File: config.mk
export PLATFORM = sky130hd
export DESIGN_NAME = param_fifo
export DESIGN_NICKNAME = d
export VERILOG_FILES = /design/src/rtl/param_fifo_pkg.sv /design/src/rtl/param_fifo_regbank.sv /design/src/rtl/param_fifo.sv
export SDC_FILE = /design/constraint.sdc
export NUM_CORES = 1
export LEC_CHECK = 0
export BUFFER_PORTS_ARGS = -buffer_cell sky130_fd_sc_hd__clkbuf_2
export CORE_MARGIN = 3
export CORE_UTILIZATION = 40
export DETAILED_ROUTE_END_ITERATION = 6
export GPL_TIMING_DRIVEN = 0
export MAX_ROUTING_LAYER = met4
export PLACE_DENSITY = 0.61
export SYNTH_ARGS = -nofsm -noshare
export SYNTH_HDL_FRONTEND = slang
export SYNTH_SLANG_ARGS = --single-unit
File: constraint.sdc
create_clock -name clk -period 4.3 [get_ports clk]
set_clock_uncertainty 0.15 [all_clocks]
set_input_delay 0 -clock clk [delete_from_list [all_inputs] [get_ports clk]]
set_output_delay 0 -clock clk [all_outputs]
set_load 0.02 [all_outputs]
File: src/rtl/param_fifo_pkg.sv
// Shared types and default sizing for the parameterised FIFO.
package param_fifo_pkg;

  localparam int unsigned DEFAULT_WIDTH = 32;
  localparam int unsigned DEFAULT_DEPTH = 8;

  // Each state records how the previous cycle's request pair was resolved.
  typedef enum logic [3:0] {
    INIT,
    NO_OP,
    WRITE,
    WR_ERR,
    READ,
    RD_ERR,
    WR_RD,
    WR_RDERR,
    RD_WRERR
  } state_e;

endpackage

File: src/rtl/param_fifo_regbank.sv
// DEPTH x WIDTH register storage: one-hot write decode, async read mux.
module param_fifo_regbank
  import param_fifo_pkg::*;
#(
  parameter int unsigned WIDTH = DEFAULT_WIDTH,
  parameter int unsigned DEPTH = DEFAULT_DEPTH,
  localparam int unsigned PTR_W = $clog2(DEPTH)
) (
  input  logic             clk,
  input  logic             reset_n,
  input  logic             wr_en,
  input  logic [PTR_W-1:0] wr_ptr,
  input  logic [WIDTH-1:0] wr_data,
  input  logic [PTR_W-1:0] rd_ptr,
  output logic [WIDTH-1:0] rd_data_c
);

  logic [DEPTH-1:0] wr_sel;
  logic [WIDTH-1:0] mem_d [DEPTH];
  logic [WIDTH-1:0] mem_q [DEPTH];

  // One-hot entry select for the accepted write.
  always_comb begin
    wr_sel = DEPTH'(wr_en) << wr_ptr;
  end

  // Next contents: only the selected entry takes the write data.
  always_comb begin
    for (int i = 0; i < DEPTH; i++) begin
      mem_d[i] = wr_sel[i] ? wr_data : mem_q[i];
    end
  end

  // Storage registers, cleared by reset.
  always_ff @(posedge clk or negedge reset_n) begin
    if (!reset_n) begin
      for (int i = 0; i < DEPTH; i++) mem_q[i] <= '0;
    end else begin
      for (int i = 0; i < DEPTH; i++) mem_q[i] <= mem_d[i];
    end
  end

  assign rd_data_c = mem_q[rd_ptr];

endmodule

File: src/rtl/param_fifo.sv
// Synchronous FIFO with ack/err result pulses and occupancy count.
// Optional almost_full/almost_empty flags: define PARAM_FIFO_ALMOST_FLAGS_EN.
module param_fifo
  import param_fifo_pkg::*;
#(
  parameter int unsigned WIDTH    = DEFAULT_WIDTH,
  parameter int unsigned DEPTH    = DEFAULT_DEPTH,
  parameter int unsigned AF_LEVEL = DEPTH - 1,
  parameter int unsigned AE_LEVEL = 1
) (
  input  logic                   clk,
  input  logic                   reset_n,
  input  logic                   wr_en,
  input  logic                   rd_en,
  input  logic [WIDTH-1:0]       d_in,
  output logic [WIDTH-1:0]       d_out,
  output logic                   full,
  output logic                   empty,
  output logic                   wr_ack,
  output logic                   wr_err,
  output logic                   rd_ack,
  output logic                   rd_err,
  output logic [$clog2(DEPTH):0] data_count
`ifdef PARAM_FIFO_ALMOST_FLAGS_EN
  ,
  output logic                   almost_full,
  output logic                   almost_empty
`endif
);

  localparam int unsigned PTR_W = $clog2(DEPTH);
  localparam int unsigned CNT_W = PTR_W + 1;

  // Elaboration-time sanity checks on the configuration.
  if (DEPTH < 2 || (DEPTH & (DEPTH - 1)) != 0) begin : g_bad_depth
    $error("param_fifo: DEPTH must be a power of two >= 2");
  end
  if (AF_LEVEL > DEPTH || AE_LEVEL > DEPTH) begin : g_bad_levels
    $error("param_fifo: AF_LEVEL/AE_LEVEL must not exceed DEPTH");
  end

  state_e           state_q, state_d;
  logic [PTR_W-1:0] wr_ptr_q, wr_ptr_d;
  logic [PTR_W-1:0] rd_ptr_q, rd_ptr_d;
  logic [CNT_W-1:0] count_q, count_d;
  logic [WIDTH-1:0] d_out_q, d_out_d;
  logic [WIDTH-1:0] rd_data_c;
  logic             full_c, empty_c, wr_accept_c, rd_accept_c;

  assign full_c      = (count_q == CNT_W'(DEPTH));
  assign empty_c     = (count_q == '0);
  assign wr_accept_c = wr_en && !full_c;
  assign rd_accept_c = rd_en && !empty_c;

  // Next state: classify this cycle's request pair against current occupancy.
  always_comb begin
    state_d = NO_OP;
    case ({wr_en, rd_en})
      2'b11: begin
        if (empty_c)     state_d = WR_RDERR;
        else if (full_c) state_d = RD_WRERR;
        else             state_d = WR_RD;
      end
      2'b10:   state_d = full_c  ? WR_ERR : WRITE;
      2'b01:   state_d = empty_c ? RD_ERR : READ;
      default: state_d = NO_OP;
    endcase
  end

  // Pointer, count and read-data updates for accepted requests.
  always_comb begin
    wr_ptr_d = wr_ptr_q;
    rd_ptr_d = rd_ptr_q;
    count_d  = count_q;
    d_out_d  = d_out_q;
    if (wr_accept_c) wr_ptr_d = wr_ptr_q + PTR_W'(1);
    if (rd_accept_c) begin
      rd_ptr_d = rd_ptr_q + PTR_W'(1);
      d_out_d  = rd_data_c;
    end
    case ({wr_accept_c, rd_accept_c})
      2'b10:   count_d = count_q + CNT_W'(1);
      2'b01:   count_d = count_q - CNT_W'(1);
      default: count_d = count_q;
    endcase
  end

  // Control and datapath registers.
  always_ff @(posedge clk or negedge reset_n) begin
    if (!reset_n) begin
      state_q  <= INIT;
      wr_ptr_q <= '0;
      rd_ptr_q <= '0;
      count_q  <= '0;
      d_out_q  <= '0;
    end else begin
      state_q  <= state_d;
      wr_ptr_q <= wr_ptr_d;
      rd_ptr_q <= rd_ptr_d;
      count_q  <= count_d;
      d_out_q  <= d_out_d;
    end
  end

  param_fifo_regbank #(
    .WIDTH (WIDTH),
    .DEPTH (DEPTH)
  ) u_regbank (
    .clk       (clk),
    .reset_n   (reset_n),
    .wr_en     (wr_accept_c),
    .wr_ptr    (wr_ptr_q),
    .wr_data   (d_in),
    .rd_ptr    (rd_ptr_q),
    .rd_data_c (rd_data_c)
  );

  assign d_out      = d_out_q;
  assign data_count = count_q;
  assign full       = full_c;
  assign empty      = empty_c;

  // Result pulses decoded from the registered state.
  assign wr_ack = (state_q inside {WRITE, WR_RD, WR_RDERR});
  assign wr_err = (state_q inside {WR_ERR, RD_WRERR});
  assign rd_ack = (state_q inside {READ, WR_RD, RD_WRERR});
  assign rd_err = (state_q inside {RD_ERR, WR_RDERR});

`ifdef PARAM_FIFO_ALMOST_FLAGS_EN
  assign almost_full  = (count_q >= CNT_W'(AF_LEVEL));
  assign almost_empty = (count_q <= CNT_W'(AE_LEVEL));
`endif

endmodule
==> impl_metrics.csv, run 1 <==
group,metric,value,unit
setup_path,critical_path_sink_type,"register",
power,leakagePower,7.52,nW
place,portBuffers,77,
setup_path,worst_r2r_endpoint,"data_count[2]",
setup_path,path_common_cell,"xor2_1",
setup_path,critPathTopFamily,"simple AND/OR/NAND/NOR gates",
setup_path,timing.critical_path.cells,"buf_6 > nor4b_4 > nor2b_2 > buf_6 > inv_1 > ha_1 > xor2_1 > ha_1 > a21oi_1 > xor2_1 > nor2_1 > xor2_1",
layout,layout-drive-gt1-share,43.3,%
global_routing,grt_antenna_before_repair,0,
setup_path,critPathMaxStageDelay,0.46,ns
logic_synthesis,synthCells,944,
layout,final_common_cell,"dfrtp_1",
sta,transition_time_at_the_pin_with_the_least_slew_margin,1.02,ns
drt,drt-vias-per-instance,5.23,
floorplan,io_pins,78,
setup_path,crit_fanout,7,
global_routing,grt_start_max_net_pins,108,
logic_synthesis,synth_cell_types,43,
drt,route.antenna.remaining_nets,0,
outcome,outcome,"complete, but fails checks",
drt,route.final.wire_length,33000,um
setup_path,cells_on_worst_reg2reg_path,12,
sta,timing.final.setup_violations,0,
sta,post-route-worst-setup-slack,1.53,ns
sta,period_minus_slack,2.77,ns
sta,worst_slew_slack_as_a_fraction_of_its_limit,31.9,%
floorplan,initial_core_util,41.0,%
global_routing,first_global_vias,8666,
logic_synthesis,ys_async_sr_fraction,100,%
sta,clock.fmax,361,MHz
sta,setup_repair_after_global_routing_missed_its_margin,"false",
logic_synthesis,synth_nets,985,
floorplan,rows,67,
logic_synthesis,mean_post_synth_cell_area,14.7,sq um
clock_tree,cts.sinks,302,
layout,final_core_util,48.4,%
clock_tree,tritoncts.num_buffers,34,
logic_synthesis,synth_enable_flop_cells,0,
floorplan,area_of_the_die,37000,sq um
layout,layout_common_cells,"dfrtp_1, mux2_2, clkbuf_2",
layout,fin_nets,1137,
place,gp_congestion,0.773,
sta,final.period_utilization,64.3,%
layout,flow.area_growth_from_synthesis,18.0,%
setup_path,worst_path_max_delay_cell,"nor4b_4",
power,areal_power_density_over_the_cells,805,nW/um^2
setup_path,crit-reg2reg-launch,"data_count[0]",
clock_tree,ctsResizeCount,0,
clock_tree,post_cts_buffers,0,
setup_path,critical_path_required,4.53,ns
run,cap_viol_max_count,0,
setup_path,worstPathArrival,3.00,ns
hold_path,hold_path_class,"input pin to asynchronous set/reset pin",
layout,final_cell_count_no_fill,1564,
sta,hold_viol,2,
logic_synthesis,dominantRegCellSynth,"dfrtp_1",
place,numPlacedInstances,1472,
setup_path,crit_start,"data_count[0]",
layout,insertedDiodeCount,0,
clock_tree,clkSlewWorstSetupHoldPaths,0.06,ns
setup_path,cp-start-kind,"register",
clock_tree,cts.path.max_buffers,3,
drt,avgRoutedWirePerCell,21.1,um
logic_synthesis,ys_seq_elements,302,
logic_synthesis,syn-cell-area,13900,sq um
global_routing,overall_fraction_of_global_route_tracks_in_use,18.8,%
global_routing,grt_first_pass_wirelength,51800,um
setup_path,crit_path_buffers_inverters,3,
logic_synthesis,synth-warning-count,0,
setup_path,r2r_slack,1.53,ns
drt,drtIter0Drc,389,
floorplan,die_w,192,um
place,preCtsSetupSlack,1.52,ns
outcome,failed_checks,"hold timing",
power,max-vdd-ir-drop,0.000355,V
global_routing,grt_overflow_total,0,
clock_tree,h-tree-depth,2,
sta,hold_slack,-0.00508,ns
place,final_hpwl_dp,20900,um
drt,drtPass1Iterations,4,
clock_tree,clock_tree.root_cell,"clkbuf_16",
clock_tree,insertion_delay_to_the_later_sink_of_the_worst_skew_pair,0.51,ns
drt,vias,8179,
sta,report.final.slew_viol_count,0,
logic_synthesis,synth.yosys.seq_area_share,54.4,%
power,post_layout_power,13.2,mW
floorplan,die_height,192,um
layout,fillerInstances,3019,
floorplan,placeable_core_area,33900,sq um
clock_tree,hold_buffers_post_cts,36,
setup_path,timing.setup.critical_path_class,"register to register",
clock_tree,cts_tree,"built",
drt,drcViolationCount,0,
[worst register-to-register path: stages, from the launching register on]
cell and delay (ns):
dfrtp_1 0.40, buf_6 0.15, nor4b_4 0.46, nor2b_2 0.08, buf_6 0.16, inv_1 0.14, ha_1 0.29, xor2_1 0.10
ha_1 0.18, a21oi_1 0.14, xor2_1 0.17, nor2_1 0.07, xor2_1 0.14
[registers in the layout, indices dropped and copies added, names as in the netlist]
| name | count |
|---|---|
| u_regbank.mem_q | 256 |
| data_count | 4 |
| state_q | 4 |
| rd_ptr_q | 3 |
| d_out | 32 |
| wr_ptr_q | 3 |
[metrics by stage]
step,hold slack [ns],cell area (sq um),TNS [ns]
6_report,-0.00508,16400,0
5_1_grt,0.0690,16400,0
4_1_cts,0.0314,16400,0
3_5_place_dp,0.0197,14900,0
3_3_place_gp,0.107,14800,-1070.00
2_1_floorplan,-0.446,13900,0
[cell type report]
type	count	area [sq um]	share of cell area, %
plain buffers	62	488	2.98
clock inverters	5	52.6	0.321
flip-flops and latches	302	7560	46.1
repair buffers	116	817	4.99
inverters	2	7.51	0.0458
multi-input cells	578	5840	35.6
clock buffers	51	1060	6.46
well taps	448	561	3.42
[how the worst max path moves through the flow]
stage | to | slack [ns] | cells after the start
2_1_floorplan | data_count[2] | 1.49 | 12
3_5_place_dp | data_count[2] | 1.52 | 12
5_1_grt | data_count[2] | 1.32 | 12
4_1_cts | data_count[2] | 1.49 | 12
6_report | data_count[2] | 1.53 | 12
3_3_place_gp | u_regbank.mem_q[8] | -3.59 | 1
[synth_stat cells, types with 2 or more instances]
library cell | number | area share (%)
buf_6 | 25 | 2.0
nand3b_1 | 2 | 0.11
xnor2_1 | 6 | 0.38
nand2_1 | 41 | 1.1
nor2_1 | 7 | 0.19
a21boi_0 | 2 | 0.11
buf_12 | 3 | 0.43
mux2i_1 | 65 | 4.7
mux2_2 | 236 | 19
nand3_4 | 4 | 0.50
xor2_1 | 3 | 0.19
ha_1 | 5 | 0.45
o22ai_1 | 8 | 0.36
a22oi_1 | 24 | 1.3
clkbuf_1 | 16 | 0.43
a21oi_1 | 2 | 0.072
nor2b_1 | 2 | 0.090
mux2_4 | 60 | 6.5
buf_2 | 15 | 0.54
dfrtp_1 | 302 | 54
inv_1 | 2 | 0.054
nand2_4 | 3 | 0.24
o221ai_1 | 24 | 1.5
mux2_1 | 25 | 2.0
and2b_1 | 2 | 0.11
a221o_1 | 8 | 0.58
nand2b_1 | 2 | 0.090
o21ai_0 | 32 | 1.2
nor4_1 | 2 | 0.090
buf_1 | 3 | 0.081
[cell families (layout without fill, tap and decap cells)]
logic type      after synthesis  in the layout  synth area share, %
compound gates              102            102                 5.21
xor+xnor                      9              9                0.568
fa+ha+maj                     5              5                0.451
buf+inv                      64            236                 3.57
flops                       302            302                 54.4
mux                         386            386                 32.3
simple gates                 76             76                 3.42
[routing by layer]
layer / vias to the layer above / share of wire (%) / routed length (um) / GRT usage (%)
met5: - / 0 / 0 / -
met4: 0 / 1.3 / 430 / 3.56
met3: 33 / 4.4 / 1450 / 2.89
met2: 139 / 47 / 15500 / 29.6
met1: 4250 / 47 / 15600 / 26.1
li1: 3757 / - / - / -
[where the power goes]
group	total [mW]	switching [mW]	internal, mW
combinational	5.30	2.52	2.78
sequential	5.02	0.742	4.28
clock	2.87	1.12	1.75
Note: power is estimated with default switching activity, not from simulation.
==> run 2: changes to the inputs <==
Settings changed: ABC_AREA set to 1, PLACE_DENSITY 0.61 to 0.63.
Clock period 4.3 ns to 2.45 ns, I/O delays scaled along.
==> run 2 against run 1 <==
Sequential cell count unchanged. Combinational power is 88% higher. Power grew 77%. Core utilization fell by 0.58 points. The run now ends clean. Via count grew 53%. Register-to-register slack got worse by 1.5 ns. Highest routed layer unchanged.
==> impl_metrics.csv, run 2 <==
group,metric,value,unit
logic_synthesis,ys_async_sr_fraction,100,%
setup_path,timing.setup.critical_path_class,"register to register",
logic_synthesis,yosysTopAreaCell,"dfrtp_1",
layout,fin_nets,2020,
power,post_layout_power,23.4,mW
setup_path,worstPathArrival,2.65,ns
drt,drcViolationCount,0,
clock_tree,clkSlewWorstSetupHoldPaths,0.06,ns
global_routing,overall_fraction_of_global_route_tracks_in_use,24.0,%
power,max-vdd-ir-drop,0.000575,V
clock_tree,cts.path.max_buffers,3,
logic_synthesis,synth.area.top_cells,"dfrtp_1, nand2_1, o211ai_1",
floorplan,placeable_core_area,36000,sq um
layout,post-route-cell-area,17200,sq um
sta,period_minus_slack,2.41,ns
power,areal_power_density_over_the_cells,1360,nW/um^2
clock_tree,tritoncts.num_buffers,35,
setup_path,cp-start-kind,"register",
floorplan,io_pins,78,
drt,drtIter0Drc,1306,
logic_synthesis,ys_seq_elements,302,
logic_synthesis,synth.most_common_cell,"nand2_1",
logic_synthesis,yosys.area.top_type_share,51.0,%
power,leakagePower,9.11,nW
global_routing,grt_antenna_before_repair,0,
drt,route.antenna.remaining_nets,0,
floorplan,rows,69,
hold_path,hold_path_class,"input pin to register",
logic_synthesis,mean_post_synth_cell_area,7.99,sq um
layout,flow.area_growth_from_synthesis,16.2,%
sta,transition_time_at_the_pin_with_the_least_slew_margin,1.05,ns
logic_synthesis,synth_enable_flop_cells,0,
clock_tree,h-tree-depth,2,
floorplan,initial_core_util,41.1,%
floorplan,die_w,198,um
setup_path,critical_path_sink_type,"register",
setup_path,timing.critical_path.cells,"clkbuf_1 > inv_1 > clkbuf_1 > nand3_1 > nand3_1 > nand2_1",
global_routing,first_global_vias,12200,
clock_tree,cts_tree,"built",
place,numPlacedInstances,2361,
drt,route.final.wire_length,45200,um
sta,worst_slew_slack_as_a_fraction_of_its_limit,29.9,%
floorplan,area_of_the_die,39400,sq um
logic_synthesis,synth_cell_types,25,
place,detailed_place.area,15700,sq um
outcome,outcome,"complete, no violations",
clock_tree,cts.sinks,302,
setup_path,worst_path_max_delay_cell,"clkbuf_1",
drt,vias,12500,
sta,totalNegativeSetupSlack,0,ns
sta,hold_viol,0,
place,final_hpwl_dp,28800,um
layout,largest_register_ffs,256,
layout,regMostFlops,"u_regbank.mem_q",
clock_tree,insertion_delay_to_the_later_sink_of_the_worst_skew_pair,0.52,ns
place,preCtsSetupSlack,-0.147,ns
sta,report.final.slew_viol_count,0,
logic_synthesis,dominantRegCellSynth,"dfrtp_1",
logic_synthesis,synth_nets,1894,
clock_tree,clock_tree.root_cell,"clkbuf_16",
place,portBuffers,44,
logic_synthesis,netlist_top_cells_count,"nand2_1, dfrtp_1, inv_1",
layout,insertedDiodeCount,0,
setup_path,critPathMaxStageDelay,0.81,ns
logic_synthesis,synth.yosys.seq_area_share,51.0,%
setup_path,critical_path_required,2.69,ns
layout,final_cell_count_no_fill,2461,
layout,layout-drive-gt1-share,13.4,%
global_routing,grt_first_pass_wirelength,70600,um
place,gp_congestion,0.859,
drt,avgRoutedWirePerCell,18.4,um
layout,layout_common_cells,"nand2_1, dfrtp_1, inv_1",
sta,timing.final.setup_violations,0,
logic_synthesis,syn-cell-area,14800,sq um
sta,post-route-worst-setup-slack,0.0411,ns
sta,final.period_utilization,98.3,%
global_routing,grt_overflow_total,0,
setup_path,crit_fanout,10,
run,cap_viol_max_count,0,
sta,clock.fmax,415,MHz
floorplan,die_height,198,um
layout,final_common_cell,"nand2_1",
logic_synthesis,synth-warning-count,0,
logic_synthesis,synthCells,1853,
drt,drtPass1Iterations,5,
global_routing,grt_start_max_net_pins,98,
drt,drt-vias-per-instance,5.07,
## run 2: cell types whose count changed after synthesis, moves of 34 or more
cell / change
a21oi_1: +34
inv_1: +143
mux2_2: -236
mux2_4: -60
mux2i_1: -65
nand2_1: +874
nand3_1: +101
o211ai_1: +96
## run 2: per-layer routing
| layer | share of wire, % | vias up | global-route usage (%) |
|---|---|---|---|
| li1 | - | 5987 | - |
| met1 | 44 | 5976 | 32.6 |
| met2 | 46 | 415 | 37.6 |
| met3 | 6.2 | 100 | 3.07 |
| met4 | 3.0 | 0 | 7.68 |
| met5 | 0 | - | - |
## run 2: cell families (layout without fill, tap and decap cells)
family,count (synthesis),count (layout),share of synthesized area (%)
adder cells (fa/ha/maj),5,5,0.423
AND/OR/NAND/NOR,1078,1078,30.2
AO/OA/AOI/OAI,171,171,7.42
XOR/XNOR,7,7,0.414
buffers and inverters,290,437,10.5
flip-flops,302,302,51.0
## run 2: path summary, 6_finish.rpt
check | slack, ns | to | cells after the start | start
max in group asynchronous | 0.76 | u_regbank.mem_q[210] | 5 | reset_n
setup reg to reg | 0.04 | d_out[0] | 6 | rd_ptr_q[2]
setup / recovery | 0.04 | d_out[0] | 6 | rd_ptr_q[2]
min in group asynchronous | 0.47 | state_q[2] | 4 | reset_n
hold / removal | 0.20 | u_regbank.mem_q[68] | 4 | d_in[4]
hold reg to reg | 0.32 | u_regbank.mem_q[211] | 2 | u_regbank.mem_q[211]
## run 2: stage by stage
stage	hold WS [ns]	util, %
2_1_floorplan	-0.446	-
3_3_place_gp	0.0666	43.3
3_5_place_dp	-0.144	43.6
4_1_cts	0.149	47.7
5_1_grt	0.220	47.8
6_report	0.197	47.8
## run 2: power by group
part           internal (mW)  switching [mW]  total, mW
clock                   2.90            2.04       4.94
combinational           3.40            6.57       9.97
sequential              7.24            1.23       8.46
## run 2: cell type report
cell class / count / area (sq um)
Fill cell: 3523 / 18800
Clock buffer: 54 / 1040
Inverter: 152 / 597
Sequential cell: 302 / 7560
Timing Repair Buffer: 89 / 739
Buffer: 138 / 967
Multi-Input combinational cell: 1261 / 5700
Tap cell: 461 / 577
Clock inverter: 4 / 22.5
## run 2: what timing repair did
item / in CTS / in global routing
resized for setup: 4 / 4
setup endpoints to repair: 1 / 2
hold buffers: 38 / 0
pin swaps: 0 / 0
hold endpoints to repair: 474 / 0
buffers inserted: 3 / 1
## run 2: critical path, delay by kind of cell (launching register included)
| family | cells | cell delay (ns) |
|---|---|---|
| buffers and inverters | 3 | 1.33 |
| AND/OR/NAND/NOR | 3 | 0.45 |
| flip-flops | 1 | 0.36 |
==> run 3: changes to the inputs <==
Settings changed: ABC_AREA 1 to 0, CORE_UTILIZATION 40 to 25, PLACE_DENSITY 0.63 to 0.46.
==> run 3 against run 2 <==
Sequential power up 4.3%. Routed wire length fell by 17%. Worst setup slack improved by 0.088 ns. Largest power group unchanged.
==> impl_metrics.csv, run 3 (same netlist as run 1, synthesis figures left out) <==
group,metric,value,unit
outcome,outcome,"complete, no violations",
drt,drtIter0Drc,397,
power,max-vdd-ir-drop,0.000498,V
global_routing,top_usage_layer,"met2",
setup_path,crit_start,"rd_ptr_q[0]",
drt,route.antenna.remaining_nets,0,
floorplan,die_w,242,um
layout,final_common_cell,"dfrtp_1",
layout,flow.area_growth_from_synthesis,22.3,%
global_routing,overall_fraction_of_global_route_tracks_in_use,13.3,%
clock_tree,clkSlewWorstSetupHoldPaths,0.06,ns
layout,final_cell_count_no_fill,1868,
sta,hold_slack,0.154,ns
clock_tree,insertion_delay_to_the_later_sink_of_the_worst_skew_pair,0.53,ns
sta,hold_viol,0,
sta,transition_time_at_the_pin_with_the_least_slew_margin,0.846,ns
setup_path,worst_r2r_endpoint,"d_out[22]",
sta,final.period_utilization,94.7,%
layout,regMostFlops,"u_regbank.mem_q",
layout,largest_register_ffs,256,
sta,period_minus_slack,2.32,ns
floorplan,initial_core_util,25.5,%
power,areal_power_density_over_the_cells,1400,nW/um^2
hold_path,hold_path_class,"input pin to register",
place,numPlacedInstances,1763,
global_routing,groute.layer.met1.usage,17.9,%
global_routing,grt_start_max_net_pins,105,
sta,report.final.slew_viol_count,0,
drt,drt-vias-per-instance,4.43,
global_routing,grt_overflow_total,0,
floorplan,placeable_core_area,54300,sq um
floorplan,io_pins,78,
sta,post-route-worst-setup-slack,0.129,ns
power,leakagePower,7.62,nW
global_routing,grt_antenna_before_repair,1,
sta,worst_slew_slack_as_a_fraction_of_its_limit,43.6,%
setup_path,r2r_slack,0.13,ns
setup_path,critical_path_sink_type,"register",
layout,layout_common_cells,"dfrtp_1, mux2_2, clkbuf_2",
power,post_layout_power,23.7,mW
clock_tree,clock_tree.root_cell,"clkbuf_16",
global_routing,first_global_vias,9042,
run,cap_viol_max_count,0,
setup_path,crit_fanout,10,
setup_path,critical_path_required,2.69,ns
clock_tree,h-tree-depth,2,
layout,fin_nets,1147,
sta,clock.fmax,431,MHz
place,preCtsSetupSlack,-1.01,ns
setup_path,setup.worst_path.end,"d_out[22]",
global_routing,grt_first_pass_wirelength,57900,um
drt,avgRoutedWirePerCell,20.0,um
drt,drtPass1Iterations,4,
layout,post-route-cell-area,17000,sq um
floorplan,area_of_the_die,58400,sq um
drt,drcViolationCount,0,
global_routing,met2_usage,20.7,%
setup_path,timing.setup.critical_path_class,"register to register",
sta,timing.final.setup_violations,0,
floorplan,rows,85,
setup_path,cells_on_worst_reg2reg_path,5,
clock_tree,cts.sinks,302,
setup_path,cp-start-kind,"register",
drt,vias,8266,
sta,setup_repair_after_global_routing_missed_its_margin,"false",
clock_tree,cts_tree,"built",
setup_path,crit-reg2reg-launch,"rd_ptr_q[0]",
place,detailed_place.area,15300,sq um
clock_tree,cts.path.max_buffers,3,
layout,layout-drive-gt1-share,45.3,%
drt,route.final.wire_length,37400,um
place,portBuffers,77,
global_routing,grt.met3_usage,2.20,%
place,final_hpwl_dp,24100,um
place,gp_congestion,0.719,
clock_tree,tritoncts.num_buffers,37,
setup_path,worstPathArrival,2.56,ns
floorplan,die_height,242,um
run 3: cell count changes in the layout (fill, tap and decap cells not counted), sizes merged, moves of 12 or more:
cell	previous run	this run
nand2	955	44
mux2i	0	65
o211ai	96	0
buf	109	53
nand3	103	5
inv	151	2
mux2	0	321
a21oi	36	2
o221ai	0	24
clkbuf	135	147
a22oi	0	24
run 3: final cells by class:
| cell class | instances | area, sq um |
|---|---|---|
| clock buffers | 55 | 1080 |
| plain buffers | 60 | 495 |
| clock inverters | 6 | 83.8 |
| fillers | 5458 | 37400 |
| inverters | 2 | 12.5 |
| repair buffers | 125 | 920 |
| flip-flops and latches | 302 | 7560 |
| well taps | 739 | 925 |
| multi-input cells | 578 | 5900 |
| diodes | 1 | 2.50 |
run 3: worst max-delay path, stage by stage, from the launching register on:
cell and delay, ns:
dfrtp_1 0.37, buf_2 0.32, clkdlybuf4s15_2 0.50, mux2_2 0.38, o221ai_1 0.32, o21ai_0 0.13
run 3: through the flow:
step | util (%) | TNS, ns
2_1_floorplan | - | -0.333
3_3_place_gp | 28.0 | -1689.63
3_5_place_dp | 28.2 | -17.36
4_1_cts | 31.2 | 0
5_1_grt | 31.2 | 0
6_report | 31.2 | 0
run 3: report_power, final:
group / leakage (nW) / total, mW / internal (mW) / switching [mW]
Clock: 0.575 / 5.36 / 3.25 / 2.12
Sequential: 3.64 / 8.82 / 7.51 / 1.31
Combinational: 3.41 / 9.56 / 4.96 / 4.60
run 3: worst min-delay path by stage:
stage                                 endpoint  slack, ns    start  cells past startpoint
after floorplan                       d_out[0]      -0.45  reset_n                      0
after global placement              state_q[2]       0.11    wr_en                      2
after detailed placement  u_regbank.mem_q[103]      -0.20  reset_n                      1
after CTS                           state_q[1]       0.11    wr_en                      3
after global routing                state_q[1]       0.15    rd_en                      3
final                               state_q[1]       0.15    wr_en                      3
run 3: timing repair:
item	CTS	global route
endpoints found under the hold margin	377	0
resized for setup	13	9
setup endpoints to repair	40	4
pin swaps	2	8
buffers inserted	2	5
hold buffers	38	0
run 3: per-layer routing:
metal	wire length (um)	part of all wire, %
met2	17300	46
met3	1060	2.8
met4	784	2.1
met1	18200	49
met5	0	0
